## src/rtl/fetch_unit.sv

```systemverilog
// fetch_unit: instruction fetch stage in front of the line memory.
// Owns the instruction pointer, presents it to the memory, and captures the
// returned line into a single-entry valid/ready output stage for decode.
// Stops on the halt sentinel word or when the pointer runs out of range.
module fetch_unit #(
  parameter int                    IP_WIDTH   = 8,
  parameter int                    LINE_WIDTH = 32,
  parameter logic [LINE_WIDTH-1:0] HALT_WORD  = 32'hFFFF_FFFF
) (
  input  logic                  clk,
  input  logic                  n_rst,
  input  logic                  start,
  output logic                  mem_en,
  output logic [IP_WIDTH-1:0]   ip,
  input  logic [LINE_WIDTH-1:0] line,
  output logic [LINE_WIDTH-1:0] instr,
  output logic [IP_WIDTH-1:0]   instr_ip,
  output logic                  instr_valid,
  input  logic                  instr_ready,
  input  logic                  br_take,
  input  logic [IP_WIDTH-1:0]   br_target,
  output logic                  halted,
  output logic                  fault
);

  typedef enum logic [1:0] {
    ST_IDLE  = 2'd0,
    ST_FETCH = 2'd1,
    ST_HALT  = 2'd2
  } state_t;

  state_t                  state_r,       state_s;
  logic [IP_WIDTH-1:0]     ip_r,          ip_s;
  logic [LINE_WIDTH-1:0]   instr_r,       instr_s;
  logic [IP_WIDTH-1:0]     instr_ip_r,    instr_ip_s;
  logic                    instr_valid_r, instr_valid_s;
  logic                    halted_r,      halted_s;
  logic                    fault_r,       fault_s;
  logic                    mem_en_s;
  logic                    ip_last_s;

  // True when the returned word is the end-of-program sentinel.
  function automatic logic is_halt_word(input logic [LINE_WIDTH-1:0] word);
    return (word == HALT_WORD);
  endfunction

  // Memory is read only when the output slot is free or being drained this
  // cycle, so backpressure never loses a fetched line.
  always_comb begin
    mem_en_s  = (state_r == ST_FETCH) && (!instr_valid_r || instr_ready);
    ip_last_s = (ip_r == {IP_WIDTH{1'b1}});
  end

  // Next-state and next-register computation for the fetch FSM.
  always_comb begin
    state_s       = state_r;
    ip_s          = ip_r;
    instr_s       = instr_r;
    instr_ip_s    = instr_ip_r;
    halted_s      = halted_r;
    fault_s       = fault_r;
    // A consume empties the slot unless a capture below refills it.
    if (instr_ready) begin
      instr_valid_s = 1'b0;
    end else begin
      instr_valid_s = instr_valid_r;
    end

    case (state_r)
      ST_IDLE: begin
        if (start) begin
          state_s       = ST_FETCH;
          ip_s          = {IP_WIDTH{1'b0}};
          instr_valid_s = 1'b0;
          halted_s      = 1'b0;
          fault_s       = 1'b0;
        end else begin
          state_s = ST_IDLE;
        end
      end

      ST_FETCH: begin
        if (br_take) begin
          // Redirect wins over any capture, halt or overflow this cycle.
          ip_s          = br_target;
          instr_valid_s = 1'b0;
        end else if (mem_en_s) begin
          if (is_halt_word(line)) begin
            // Sentinel is never forwarded; ip stays on its address.
            state_s  = ST_HALT;
            halted_s = 1'b1;
            fault_s  = 1'b0;
          end else begin
            instr_s       = line;
            instr_ip_s    = ip_r;
            instr_valid_s = 1'b1;
            if (ip_last_s) begin
              // Last address consumed: stop instead of wrapping to 0.
              state_s  = ST_HALT;
              halted_s = 1'b1;
              fault_s  = 1'b1;
            end else begin
              ip_s = ip_r + IP_WIDTH'(1);
            end
          end
        end else begin
          state_s = ST_FETCH;
        end
      end

      ST_HALT: begin
        if (start) begin
          state_s       = ST_FETCH;
          ip_s          = {IP_WIDTH{1'b0}};
          instr_valid_s = 1'b0;
          halted_s      = 1'b0;
          fault_s       = 1'b0;
        end else if (br_take) begin
          // A halt reached down a mispredicted path is cancelled.
          state_s       = ST_FETCH;
          ip_s          = br_target;
          instr_valid_s = 1'b0;
          halted_s      = 1'b0;
          fault_s       = 1'b0;
        end else begin
          state_s = ST_HALT;
        end
      end

      default: begin
        state_s       = ST_IDLE;
        ip_s          = {IP_WIDTH{1'b0}};
        instr_valid_s = 1'b0;
        halted_s      = 1'b0;
        fault_s       = 1'b0;
      end
    endcase
  end

  // State and output registers with synchronous active-low reset.
  always_ff @(posedge clk) begin
    if (!n_rst) begin
      state_r       <= ST_IDLE;
      ip_r          <= {IP_WIDTH{1'b0}};
      instr_r       <= {LINE_WIDTH{1'b0}};
      instr_ip_r    <= {IP_WIDTH{1'b0}};
      instr_valid_r <= 1'b0;
      halted_r      <= 1'b0;
      fault_r       <= 1'b0;
    end else begin
      state_r       <= state_s;
      ip_r          <= ip_s;
      instr_r       <= instr_s;
      instr_ip_r    <= instr_ip_s;
      instr_valid_r <= instr_valid_s;
      halted_r      <= halted_s;
      fault_r       <= fault_s;
    end
  end

  assign mem_en      = mem_en_s;
  assign ip          = ip_r;
  assign instr       = instr_r;
  assign instr_ip    = instr_ip_r;
  assign instr_valid = instr_valid_r;
  assign halted      = halted_r;
  assign fault       = fault_r;

endmodule

```

## config.mk

```make
export PLATFORM = sky130hd
export DESIGN_NAME = fetch_unit
export DESIGN_NICKNAME = d
export VERILOG_FILES = /design/src/rtl/fetch_unit.sv
export SDC_FILE = /design/constraint.sdc
export NUM_CORES = 1
export LEC_CHECK = 0
export CAP_MARGIN = 20
export CELL_PAD_IN_SITES_DETAIL_PLACEMENT = 0
export CELL_PAD_IN_SITES_GLOBAL_PLACEMENT = 1
export CORE_ASPECT_RATIO = 0.5
export CORE_MARGIN = 2
export CORE_UTILIZATION = 32
export DETAILED_ROUTE_END_ITERATION = 16
export PLACE_DENSITY = 0.86
export SLEW_MARGIN = 15
export SYNTH_ARGS = -nofsm -noshare
export SYNTH_HDL_FRONTEND = slang
export SYNTH_SLANG_ARGS = --single-unit
```

## constraint.sdc

```tcl
create_clock -name clk -period 2 [get_ports clk]
set_input_delay 0.4 -clock clk [delete_from_list [all_inputs] [get_ports clk]]
set_output_delay 0.4 -clock clk [all_outputs]
set_load 0.02 [all_outputs]
```

# After elaboration in Yosys (flattened, before gate mapping)
# Cells that the tools add are included.
[word_totals]
register_bits = 53
latchBits = 0
ramBits = 0
rom_bits = 0
out_inout_bits = 52
word_cells = 67
memories = 0
[classes]
n_addsub = 1
n_mul = 0
n_div = 0
magnitude_cmp = 0
n_eq_ne = 13
shifts = 0
mux = 36
bitwise = 2
n_reduce_logical = 8
[ops]
columns = ["cell", "n"]
rows = [
  ["8-bit 2-to-1 mux", 7],
  ["32-bit == test, second input constant", 1],
  ["8-bit one-hot mux with 3 select lines", 1],
  ["1-bit 2-to-1 mux", 18],
  ["2-bit 2-to-1 mux", 6],
  ["3-bit != test, second input constant", 4],
  ["5-bit AND reduction", 2],
  ["1-bit one-hot mux with 3 select lines", 3],
  ["8-bit by 1-bit adder with 8-bit output, second input constant", 1],
  ["8-bit == test, second input constant", 1],
  ["2-bit != test, second input constant", 3],
  ["2-bit one-hot mux with 3 select lines", 1],
  ["4-bit by 3-bit != test with 1-bit output, second input constant", 1],
  ["4-bit AND reduction", 1],
  ["3-bit by 2-bit != test with 1-bit output, second input constant", 1],
  ["2-bit by 1-bit == test with 1-bit output, second input constant", 1],
  ["2-bit == test, second input constant", 1],
  ["2-bit zero test", 1],
  ["1-bit inverter", 2],
  ["2-bit AND reduction", 1],
  ["1-bit logical AND", 1],
  ["1-bit zero test", 1],
  ["1-bit logical OR", 1],
]

# Depth between registers and ports, before layout
[depth]
depth_word = 6
depth_mapped = 9
depth_no_buf = 7

# Worst setup path before layout
# No wires, ideal clock.
[synth_timing]
path_kind = "reg-to-reg"
startpoint = "register ip_r[0], in the netlist ip[0]"
endpoint = "register ip_r[0], in the netlist ip[0]"
arrival_time_ps = 1740
required_time_ps = 1927
path_slack_ps = 188
stages_incl_launch_ff = 7
synth_period_minus_slack_ps = 1812
cell_sequence = "dfxtp_1 -> ha_1 -> nand2_1 -> nor2_1 -> nand3_1 -> a41oi_4 -> mux2i_1"
[synth_via]
elab_chain_len = 6
[synth_rtl]
columns = ["item", "line_no", "rtl"]
rows = [
  ["start, declared", "33", "logic [IP_WIDTH-1:0] ip_r, ip_s;"],
  ["start signal, assigned", "144", "ip_r <= {IP_WIDTH{1'b0}};"],
  ["start signal, assigned", "152", "ip_r <= ip_s;"],
  ["8-bit by 1-bit adder with 8-bit output", "103", "ip_s = ip_r + IP_WIDTH'(1);"],
  ["8-bit 2-to-1 mux", "97", "if (ip_last_s) begin"],
  ["8-bit 2-to-1 mux", "88", "if (is_halt_word(line)) begin"],
  ["8-bit 2-to-1 mux", "87", "end else if (mem_en_s) begin"],
  ["8-bit 2-to-1 mux", "83", "if (br_take) begin"],
  ["8-bit one-hot mux with 3 select lines", "69", "case (state_r)"],
]
# Parallel ways exist; a longest one is shown, timed or not. The select of a mux whose other input is x is not followed.
# A chain may end at the register's enable or synchronous reset.

# Worst setup path in the final report
[layout_timing]
startpoint = "input port line[15]"
endpoint = "register instr_r[22], in the netlist instr[22]"
[layout_via]
elab_chain_len = 3
[layout_rtl]
columns = ["item", "line_no", "rtl"]
rows = [
  ["start, declared", "15", "input logic [LINE_WIDTH-1:0] line,"],
  ["32-bit == test", "44", "return (word == HALT_WORD);"],
  ["1-bit inverter (no source line)", "-", ""],
  ["4-bit AND reduction (no source line)", "-", ""],
  ["end signal, assigned", "145", "instr_r <= {LINE_WIDTH{1'b0}};"],
  ["end signal, assigned", "153", "instr_r <= instr_s;"],
  ["end, declared", "34", "logic [LINE_WIDTH-1:0] instr_r, instr_s;"],
]
# Every way passes these cells.

==> results.cfg <==
[status]
status = finished clean

[finish]
fill_cells = 645
nets = 423
diodes = 0
area_growth_syn_to_layout_pct = 62.9
drive_above_1_share = 0.131
multi_input_area_um2 = 1320
regArea_um2 = 1060

[yosys]
syn_inst = 252
synth_warnings = 0
syn_area_um2 = 2440
synthTopCellsByArea = dfxtp_1 44%, mux2i_1 21%, nor2_1 7.1%
ys_top_cells_by_count = 53 x dfxtp_1, 50 x mux2i_1, 46 x nor2_1, 25 x nand2_1, 7 x nand4_1
synth_edf_count = 0
yosysTopAreaCellShare = 0.436
syn_nets = 302
post_synth_num_cell_types = 37
yosysMostFrequentCell = dfxtp_1
async_reset_ff_frac = 0
post_synth.cell_area_avg_um2 = 9.67
synth_ff_type = dfxtp_1
synth-seq-cells = 53
seq_area_frac_synth = 0.436
synthDominantAreaCellType = dfxtp_1

[grt]
grt_pass1_wl_um = 11100
antenna_found_initial = 0
grt_usage = 0.167
overflow = 0
grt_pass1_vias = 2302
grt_max_degree = 43

[clocking]
root_buffer = clkbuf_16
cts_made_buffers = 5
cts_htree_levels = 2
cts_hold_buffers = 0
clkTransAtPathRegs_ns = 0.06
cts_tree = done
cts_num_sinks = 53
clk_latency_ns = 0.29
clk_path_buf_depth = 2

[critical_path]
crit_path_cell_trace = clkdlybuf4s50_1, nand4_1, nor4_4, buf_4, a211oi_4, buf_12, buf_12, mux2i_1, nor2_1
crit_required_ns = 2.17
cp_slowest_cell = clkdlybuf4s50_1
cpPeakStageDelay_ns = 0.48
arrival_ns = 2.07
path_max_fanout = 16
timing_worst_setup_path_type = input port to flop
crit_top_cell = buf_12
end_kind = flop
path_buf_inv = 4
critPathLaunchType = input port
crit_family = buffers and inverters

[floorplan]
rows = 22
fp.coreArea_um2 = 7350
die_h_um = 65.7
dieArea_um2 = 8370
initial_core_util = 0.331
fp.dieW_um = 127
io_pins = 97

[sta]
fmax_mhz = 525
period_share = 0.953
skew_ns = 0.00217
slew_viol_final = 0
fin_crit_ns = 1.91
final-hold-violation-count = 0
worst_slack_ns = 0.0946
worst_slew_pin_slew_ns = 0.450
setup_viol = 0
rsz0062_at_grt = true
slew_headroom = 0.699
whs_ns = 0.415

[routing]
wl_per_cell_um = 14.7
drt_iter0_markers = 77
vias_per_cell = 4.84
drt-pass1-iter-count = 4
detail-route-antenna-nets = 0
vias = 2276
drc = 0
totalWireLength_um = 6920

[placed_design]
globalplace.congestion = 0.789
dpl.hpwl_um = 5180
port_buffers = 96
dp_slack_ns = -0.279

[power]
ir_drop_v = 0.000433
p_leak_nw = 1.68
power_density_nw_per_um2 = 742
power_mw = 2.94

[min_path]
min_path_type = input port to flop

[flow_run]
max_cap_viol_count = 0
==> cell families after synthesis <==
kind of cell / Yosys count / synth area share
compound gates: 26 / 0.0950
xor+xnor: 3 / 0.0108
fa+ha+maj: 5 / 0.0257
buf+inv: 16 / 0.0318
flops: 53 / 0.436
mux: 50 / 0.205
simple gates: 99 / 0.196
==> worst paths after layout <==
check | startpoint | end | slack [ns] | cells past startpoint
worst max-delay path | line[15] | instr[22]$_SDFFE_PN0P_ | 0.09 | 9
worst min-delay path | line[5] | instr[5]$_SDFFE_PN0P_ | 0.41 | 3
worst max register to register | ip[1]$_SDFFE_PN0P_ | ip[6]$_SDFFE_PN0P_ | 0.20 | 7
worst min register to register | instr[8]$_SDFFE_PN0P_ | instr[8]$_SDFFE_PN0P_ | 0.49 | 2
==> worst register-to-register path, cell delays in order (launching register included) <==
cell     delay (ns)
dfxtp_1        0.41
ha_1           0.24
nand2_1        0.10
nor2_1         0.14
nand3_1        0.22
a41oi_4        0.29
buf_12         0.16
mux2i_1        0.18
==> repair_timing <==
action	CTS	global route
endpoints found under the setup margin	1	49
pin swaps	0	8
hold endpoints to repair	0	0
gates resized for setup	2	26
buffers inserted	0	2
==> routing by layer <==
layer | GRT usage | up-vias | share of wire
met5 | 0 | - | 0
met3 | 0.0269 | 10 | 0.033
met4 | 0.0591 | 0 | 0.018
li1 | - | 1122 | -
met2 | 0.311 | 49 | 0.52
met1 | 0.196 | 1095 | 0.43
==> cell type report <==
type,instances,share of cell area
clock buffer,7,0.0334
clock inverter,1,0.00189
inverter,3,0.00284
multi-input combinational,183,0.333
sequential,53,0.267
tap,96,0.0303
timing repair buffer,127,0.331
==> layout by cell type, fill, tap and decap left out, types with 3 or more instances in the layout <==
| master | Yosys | final |
|---|---|---|
| a21oi_1 | 3 | 3 |
| a22o_1 | 4 | 4 |
| buf_12 | 0 | 5 |
| buf_4 | 4 | 26 |
| clkbuf_16 | 0 | 5 |
| clkdlybuf4s50_1 | 0 | 71 |
| dfxtp_1 | 53 | 53 |
| dlymetal6s2s_1 | 0 | 24 |
| ha_1 | 5 | 4 |
| mux2i_1 | 50 | 49 |
| nand2_1 | 25 | 25 |
| nand2b_1 | 3 | 3 |
| nand3_1 | 4 | 4 |
| nand4_1 | 7 | 7 |
| nor2_1 | 46 | 46 |
| nor2b_1 | 3 | 3 |
| o211a_1 | 3 | 3 |
| o21ai_0 | 3 | 3 |
==> registers in the layout, summed over array words and instances (netlist names) <==
register / flops
instr: 32
instr_ip: 8
ip: 8
state_r: 2
fault: 1
halted: 1
instr_valid: 1
==> metrics by stage <==
stage,instances,utilization,TNS [ns],instance area [um2]
floorplan,252,-,0,2440
global placement,460,0.507,-11.30,3730
detailed placement,460,0.507,-12.15,3730
CTS,468,0.526,0,3870
global route,470,0.540,-0.0827,3970
finish,470,0.540,0,3970
==> power breakdown <==
part | internal (mW) | leakage (nW) | switching (mW)
Combinational | 0.491 | 1.19 | 0.439
Clock | 0.465 | 0.0641 | 0.371
Sequential | 1.13 | 0.429 | 0.0495
No activity file was read; power rests on OpenSTA's default activity.
